### src/rtl/text_render_ctrl_if.sv
// Read-side bus of the text renderer: text VRAM read port plus the font_dev lookup.
// master = renderer (drives address/glyph select), slave = VRAM + font ROM side.
interface text_render_ctrl_if;
  logic [11:0] vram_addr;
  logic [7:0]  vram_data;
  logic [7:0]  font_ascii;
  logic [3:0]  font_row;
  logic [2:0]  font_col;
  logic        font_data;

  modport master (
    output vram_addr, font_ascii, font_row, font_col,
    input  vram_data, font_data
  );

  modport slave (
    input  vram_addr, font_ascii, font_row, font_col,
    output vram_data, font_data
  );
endinterface

### src/rtl/text_render_ctrl.sv
// Text-mode render sequencer: 3-stage pix_en pipeline (cell/VRAM, glyph select, colour).
// Optional cursor blinking is enabled by defining CURSOR_BLINK_EN.
module text_render_ctrl #(
  parameter int          COLS         = 80,
  parameter int          ROWS         = 30,
  parameter logic [11:0] FG_COLOR     = 12'hFFF,
  parameter logic [11:0] BG_COLOR     = 12'h000,
  parameter int          BLINK_FRAMES = 30
) (
  input  logic                       clk,
  input  logic                       rst,
  input  logic                       pix_en,
  input  logic [9:0]                 h_cnt,
  input  logic [9:0]                 v_cnt,
  input  logic                       video_on,
  input  logic                       hs_in,
  input  logic                       vs_in,
  input  logic                       cursor_en,
  input  logic [6:0]                 cursor_x,
  input  logic [4:0]                 cursor_y,
  text_render_ctrl_if.master         bus,
  output logic [11:0]                rgb,
  output logic                       hs_out,
  output logic                       vs_out
);

  logic [6:0]  ccol;
  logic [4:0]  cline;
  logic [3:0]  crow;
  logic [2:0]  cx;
  logic [11:0] addr_next;
  logic        blank_next;
  logic        hit_next;
  logic        blink_vis;

  // The full line index v_cnt[9:4] is used for the range test so lines past 511
  // never alias back onto the top rows.
  always_comb begin
    ccol       = h_cnt[9:3];
    cline      = v_cnt[8:4];
    crow       = v_cnt[3:0];
    cx         = h_cnt[2:0];
    addr_next  = 12'({cline, 6'b0}) + 12'({cline, 4'b0}) + 12'(ccol);
    blank_next = !video_on || (32'(ccol) >= COLS) || (32'(v_cnt[9:4]) >= ROWS);
    hit_next   = cursor_en && (ccol == cursor_x) && (cline == cursor_y) &&
                 (crow >= 4'd14) && blink_vis;
  end

`ifdef CURSOR_BLINK_EN
  logic        vs_prev;
  logic [15:0] blink_cnt;

  always_ff @(posedge clk) begin
    if (rst) begin
      vs_prev   <= 1'b1;
      blink_cnt <= '0;
      blink_vis <= 1'b1;
    end else if (pix_en) begin
      vs_prev <= vs_in;
      if (vs_prev && !vs_in) begin
        if (blink_cnt == 16'(BLINK_FRAMES - 1)) begin
          blink_cnt <= '0;
          blink_vis <= ~blink_vis;
        end else begin
          blink_cnt <= blink_cnt + 16'd1;
        end
      end
    end
  end
`else
  assign blink_vis = 1'b1;
`endif

  // Stage 0: cell decode and VRAM address; the valid flag marks a refilled slot.
  logic [3:0] s0_crow;
  logic [2:0] s0_cx;
  logic       s0_valid, s0_blank, s0_hs, s0_vs, s0_cur;

  always_ff @(posedge clk) begin
    if (rst) begin
      bus.vram_addr <= '0;
      s0_crow       <= '0;
      s0_cx         <= '0;
      s0_valid      <= 1'b0;
      s0_blank      <= 1'b0;
      s0_hs         <= 1'b1;
      s0_vs         <= 1'b1;
      s0_cur        <= 1'b0;
    end else if (pix_en) begin
      bus.vram_addr <= addr_next;
      s0_crow       <= crow;
      s0_cx         <= cx;
      s0_valid      <= 1'b1;
      s0_blank      <= blank_next;
      s0_hs         <= hs_in;
      s0_vs         <= vs_in;
      s0_cur        <= hit_next;
    end
  end

  // Stage 1: glyph select; column is inverted because font bit 7 is the leftmost pixel.
  logic s1_valid, s1_blank, s1_hs, s1_vs, s1_cur;

  always_ff @(posedge clk) begin
    if (rst) begin
      bus.font_ascii <= '0;
      bus.font_row   <= '0;
      bus.font_col   <= '0;
      s1_valid       <= 1'b0;
      s1_blank       <= 1'b0;
      s1_hs          <= 1'b1;
      s1_vs          <= 1'b1;
      s1_cur         <= 1'b0;
    end else if (pix_en) begin
      bus.font_ascii <= bus.vram_data;
      bus.font_row   <= s0_crow;
      bus.font_col   <= ~s0_cx;
      s1_valid       <= s0_valid;
      s1_blank       <= s0_blank;
      s1_hs          <= s0_hs;
      s1_vs          <= s0_vs;
      s1_cur         <= s0_cur;
    end
  end

  // Stage 2: colour; empty slots after reset render as black.
  always_ff @(posedge clk) begin
    if (rst) begin
      rgb    <= '0;
      hs_out <= 1'b1;
      vs_out <= 1'b1;
    end else if (pix_en) begin
      if (!s1_valid || s1_blank) begin
        rgb <= 12'h000;
      end else begin
        rgb <= (bus.font_data ^ s1_cur) ? FG_COLOR : BG_COLOR;
      end
      hs_out <= s1_hs;
      vs_out <= s1_vs;
    end
  end

endmodule

### src/flat_wrapper.sv
// flat-port wrapper written by rule: the top's interface ports become plain ports
module text_render_ctrl_flat 
#(
  parameter int          COLS         = 80,
  parameter int          ROWS         = 30,
  parameter logic [11:0] FG_COLOR     = 12'hFFF,
  parameter logic [11:0] BG_COLOR     = 12'h000,
  parameter int          BLINK_FRAMES = 30
)
  (clk, rst, pix_en, h_cnt, v_cnt, video_on, hs_in, vs_in, cursor_en, cursor_x, cursor_y, rgb, hs_out, vs_out, bus_vram_addr, bus_font_ascii, bus_font_row, bus_font_col, bus_vram_data, bus_font_data);
  text_render_ctrl_if bus_i ();
  input  logic clk;
  input  logic rst;
  input  logic pix_en;
  input  logic [9:0] h_cnt;
  input  logic [9:0] v_cnt;
  input  logic video_on;
  input  logic hs_in;
  input  logic vs_in;
  input  logic cursor_en;
  input  logic [6:0] cursor_x;
  input  logic [4:0] cursor_y;
  output logic [11:0] rgb;
  output logic hs_out;
  output logic vs_out;
  output wire logic [$bits(bus_i.vram_addr)-1:0] bus_vram_addr;
  output wire logic [$bits(bus_i.font_ascii)-1:0] bus_font_ascii;
  output wire logic [$bits(bus_i.font_row)-1:0] bus_font_row;
  output wire logic [$bits(bus_i.font_col)-1:0] bus_font_col;
  input wire logic [$bits(bus_i.vram_data)-1:0] bus_vram_data;
  input wire logic [$bits(bus_i.font_data)-1:0] bus_font_data;
  assign bus_vram_addr = bus_i.vram_addr;
  assign bus_font_ascii = bus_i.font_ascii;
  assign bus_font_row = bus_i.font_row;
  assign bus_font_col = bus_i.font_col;
  assign bus_i.vram_data = bus_vram_data;
  assign bus_i.font_data = bus_font_data;
  text_render_ctrl #(.COLS(COLS), .ROWS(ROWS), .FG_COLOR(FG_COLOR), .BG_COLOR(BG_COLOR), .BLINK_FRAMES(BLINK_FRAMES)) u_core (.clk(clk), .rst(rst), .pix_en(pix_en), .h_cnt(h_cnt), .v_cnt(v_cnt), .video_on(video_on), .hs_in(hs_in), .vs_in(vs_in), .cursor_en(cursor_en), .cursor_x(cursor_x), .cursor_y(cursor_y), .bus(bus_i), .rgb(rgb), .hs_out(hs_out), .vs_out(vs_out));
endmodule
### config.mk
export PLATFORM = sky130hd
export DESIGN_NAME = text_render_ctrl_flat
export DESIGN_NICKNAME = d
export VERILOG_FILES = /design/src/rtl/text_render_ctrl_if.sv /design/src/rtl/text_render_ctrl.sv /design/src/flat_wrapper.sv
export SDC_FILE = /design/constraint.sdc
export NUM_CORES = 1
export LEC_CHECK = 0
export ABC_CLOCK_PERIOD_IN_PS = 4910
export BUFFER_PORTS_ARGS = -buffer_cell sky130_fd_sc_hd__buf_2
export CORE_MARGIN = 1.5
export CORE_UTILIZATION = 40
export DETAILED_ROUTE_END_ITERATION = 16
export PLACE_DENSITY = 0.73
export SYNTH_ARGS = -nofsm -noshare
export SYNTH_HDL_FRONTEND = slang
export SYNTH_SLANG_ARGS = --single-unit
### constraint.sdc
create_clock -name clk -period 4.91 [get_ports clk]
set_input_delay 0.7365 -clock clk [delete_from_list [all_inputs] [get_ports clk]]
set_output_delay 0.7365 -clock clk [all_outputs]
set_load 0.03 [all_outputs]
Word level (Yosys, flattened, before mapping)
Cells that the tools add are included.
{"block": "classes", "n_reduce_logical": 8, "bitwise": 2, "n_mux": 2, "n_eq_ne": 2, "n_addsub": 2, "magnitude_cmp": 3}
{"operator": "12-bit two-way mux", "n": 2}
{"operator": "11-bit by 9-bit adder with 12-bit output", "n": 1}
{"operator": "12-bit by 7-bit adder with 12-bit output", "n": 1}
{"operator": "7-bit == test", "n": 1}
{"operator": "7-bit >= comparator (second input constant)", "n": 1}
{"operator": "6-bit by 5-bit >= comparator with 1-bit output (second input constant)", "n": 1}
{"operator": "5-bit == test", "n": 1}
{"operator": "4-bit >= comparator (second input constant)", "n": 1}
{"operator": "1-bit logical AND", "n": 3}
{"operator": "1-bit logical OR", "n": 3}
{"operator": "3-bit inverter", "n": 1}
{"operator": "1-bit zero test", "n": 2}
{"operator": "1-bit bitwise XOR", "n": 1}
{"block": "totals", "reg_bits": 58, "input_bits": 48, "out_inout_bits": 41, "word_cells": 38}

Longest topological paths before layout
{"block": "logic_depth", "ltp_word": 4, "depth_mapped": 8}

Worst setup path before layout
OpenSTA, ideal clock, no wires.
{"block": "synth_timing", "kind": "input-to-reg", "from": "input h_cnt[9]", "to": "register u_core.bus.vram_addr[9]", "t_arrival_ns": 2.332, "path_stages": 8, "slack_ns": 2.448, "setup_time_ns": 0.129, "path_buffers": 0, "cell_sequence": "inv_1 fa_1 inv_1 fa_1 a21o_2 a21oi_2 or4b_1 o311ai_1"}
{"block": "synth_via", "elab_chain_cells": 1}
{"element": "start, declared", "line": "flat_wrapper.sv:15", "rtl": "input logic [9:0] h_cnt;"}
{"element": "12-bit by 7-bit adder with 12-bit output", "line": "text_render_ctrl.sv:43", "rtl": "addr_next = 12'({cline, 6'b0}) + 12'({cline, 4'b0}) + 12'(ccol);"}
{"element": "end signal, assigned", "line": "text_render_ctrl.sv:90", "rtl": "bus.vram_addr <= addr_next;"}
{"element": "end, declared", "line": "text_render_ctrl_if.sv:12", "rtl": "output vram_addr, font_ascii, font_row, font_col,"}
No other way between the ends.
A chain may end at the register's enable or synchronous reset.

Worst setup path in the final report
Same ends and word-level chain as after synthesis.

==> Implementation_results.wiki <==
{| class="wikitable"
! Metric !! Value
|-
| Result of the run || finished clean
|-
| Critical Path Fanout Max || 3
|-
| Setup TNS || 0 ps
|-
| Delay contributed by the slowest stage of the critical path || 520 ps
|-
| CP Data Arrival Time || around 2600 ps
|-
| Gpl congestion || approximately 0.79
|-
| Placed Cells incl. Taps || 365
|-
| Remaining design rule violation count || 0
|-
| Total design power || 858 uW
|-
| Number of buffers added for setup after CTS || 0
|-
| Number of synthesized flops with an enable pin || 0
|-
| Type of the setup path with the least slack || in2reg
|-
| Required time at the worst-slack endpoint || 5040 ps
|-
| Final worst path period share || about half
|-
| Leading register cell type out of synthesis || sky130_fd_sc_hd__dfxtp_1
|-
| Worst slew margin relative to its limit || 36.0%
|-
| Critical Path End Type || register
|-
| Total wire length || around 4300 um
|-
| Setup slack after layout || 2480 ps
|-
| Clock skew || 1.07 ps
|-
| Detailed-placement wirelength estimate || 3180 um
|-
| Final cell count without fillers || 372
|-
| Nature of the critical path startpoint || input port
|-
| Global-route wire length before repair || 7270 um
|-
| Vias per cell || 4.74
|-
| Clock network latency to the later pin of the worst-skew pair || a little under 300 ps
|-
| Final setup violation count || 0
|-
| Fraction of final layout cells with drive strength greater than 1 || 32.7%
|-
| Count of input and output buffers || 88
|-
| Final non-filler cell area || 2720 um2
|-
| Worst min-delay path class || reg2reg
|-
| Top routing layer in use || met4
|-
| Clock sinks || between 40 and 50
|-
| CTS tree || yes
|-
| Most frequent cells in the layout || sky130_fd_sc_hd__buf_2, sky130_fd_sc_hd__dfxtp_1, sky130_fd_sc_hd__nor2_1
|-
| Number of global-route vias before repair || 1640
|-
| Average wire length per cell after detail routing || 11.6 um
|-
| Hold violation count in the final report || 0
|-
| Largest delay share family, worst path || adder cells
|-
| Cell area after synthesis || ~2300 um2
|-
| Warning count from the yosys run || 0
|-
| Starting utilization of the core area || 41.3%
|-
| DIE AREA || around 6100 um2
|-
| Count of buffer and inverter cells on the critical path || 3
|-
| Post-route antenna net violation count || 0
|-
| Count of pins on the block boundary || 89
|-
| Count of state elements after synthesis || 47
|-
| Proportion of synthesized flip-flops having asynchronous set or reset || 0%
|-
| Power density cells || 315 nW/um2
|-
| Diodes inserted || 0
|-
| Clock period minus final worst setup slack || 2430 ps
|-
| Height of the die || 78.1 um
|-
| Critical-path top delay cell || sky130_fd_sc_hd__fa_1
|-
| Maximum number of pins on one net before global-route repair || 57
|-
| Mapped Cells || approximately 230
|-
| Maximum clock insertion buffer count || 2
|-
| Clock slew at reported path FFs || 80 ps
|-
| DR pass1 iterations || 4
|-
| Number of violations reported at the end of detailed-routing iteration 0 || 27
|-
| Number of gates resized after cts || 0
|-
| Site row count || 27
|-
| Max-cap check violation count || 0
|-
| Total gr overflow || 0
|-
| Leading cell type in the layout, fill and taps excluded || sky130_fd_sc_hd__buf_2
|-
| Share of the core filled with cells in the final layout || 49.7%
|-
| Number of levels the H-tree was split into || 2
|-
| Number of buffers inserted by hold repair at cts || 0
|-
| Area delta synth->final || 20.5%
|-
| Unrepaired setup endpoints after global routing || no
|-
| Final max-slew violation count || 0
|-
| Floorplan Core Area || 5470 um2
|-
| Number of nets produced by synthesis || ~290
|-
| Worst slack at placement || 2150 ps
|-
| Cell Chain, Critical Path || buf_2 > inv_1 > fa_1 > inv_1 > fa_1 > a21o_2 > a21oi_2 > or4b_1 > o311ai_1
|-
| Detailed-route via count || 1763
|-
| Amount of wire on met2 after detailed routing || 1990 um
|-
| Number of clock buffers inserted by TritonCTS || 5
|-
| Hold_ws || 439 ps
|-
| Maximum clock frequency || 0.412 GHz
|-
| Root Buffer || sky130_fd_sc_hd__clkbuf_8
|-
| Part of the Yosys area used for sequential elements || 41.7%
|-
| Placed inst area || 2620 um2
|-
| Met3 routed wirelength || approximately 280 um
|-
| Initial antenna violation count || 0
|-
| Overall global routing resource usage || between 10% and 20%
|-
| Mean post-synth cell area || 9.91 um2
|-
| Layout Nets || between 300 and 400
|-
| Distinct cell type count of the synthesized netlist || 38
|-
| Post-Route M1 WL || slightly above 2000 um
|-
| Die outline width || just under 80 um
|-
| Standby leakage power || approximately 1.4 nW
|-
| Max rail drop VDD || 0.000166 V
|-
| Transition time at the pin with the least slew margin || 960 ps
|}
==> sequential cells by signal (all words and copies together), names as in the netlist, 3 cells and up <==
register               flops
u_core.bus.vram_addr      12
u_core.bus.font_row        4
u_core.s0_cx               3
u_core.bus.font_ascii      8
u_core.bus.font_col        3
u_core.s0_crow             4
==> metal layers <==
| metal | vias to the layer above | global-route usage [%] |
|---|---|---|
| met5 | - | 0 |
| met4 | 0 | 4.29 |
| met3 | 2 | 4.19 |
| met2 | 66 | 26.6 |
| met1 | 782 | 17.2 |
| li1 | 913 | - |
==> synth_stat cells, drive strengths merged, types with 3 or more instances <==
cell	number	area [um2]
clkbuf	5	28.8
inv	8	30.0
nand2b	4	25.0
nor2b	7	43.8
nor4	3	18.8
dfxtp	47	941
nor2	39	146
xor2	13	114
nand2	4	15.0
mux2i	30	300
ha	9	113
a211o	7	61.3
nand4b	4	35.0
buf	19	149
a21oi	4	23.8
==> kinds of logic (layout without fill, tap and decap cells) <==
kind of cell | count (synthesis) | in the layout | share of synthesized area, %
flip-flops | 47 | 47 | 41.7
AND/OR/NAND/NOR | 70 | 70 | 15.7
adder cells (fa/ha/maj) | 11 | 11 | 6.76
XOR/XNOR | 14 | 14 | 5.43
buffers and inverters | 32 | 104 | 9.20
AO/OA/AOI/OAI | 24 | 24 | 7.98
multiplexers | 30 | 30 | 13.3
==> worst paths after layout <==
kind	startpoint	to	slack (ps)	depth (start not counted)
worst max-delay path	h_cnt[9]	u_core.bus.vram_addr[9]	2480	9
worst min-delay path	u_core.s0_cx[2]	u_core.bus.font_col[2]	440	1
worst max register to register	u_core.bus.vram_addr[10]	u_core.bus.vram_addr[10]	4000	3
worst min register to register	u_core.s0_cx[2]	u_core.bus.font_col[2]	440	1
==> final cells by class <==
class	instances	area [um2]
clock buffer	6	72.6
clock inverter	1	30.0
fill	539	2750
inverter	8	30.0
multi-input combinational	149	1110
sequential	47	941
tap	72	90.1
timing repair buffer	89	448
==> power by group <==
part           internal [mW]  switching [mW]
logic                 0.0702           0.103
clock network          0.149           0.119
registers              0.405          0.0110
Power figures use the tool's default switching activity.
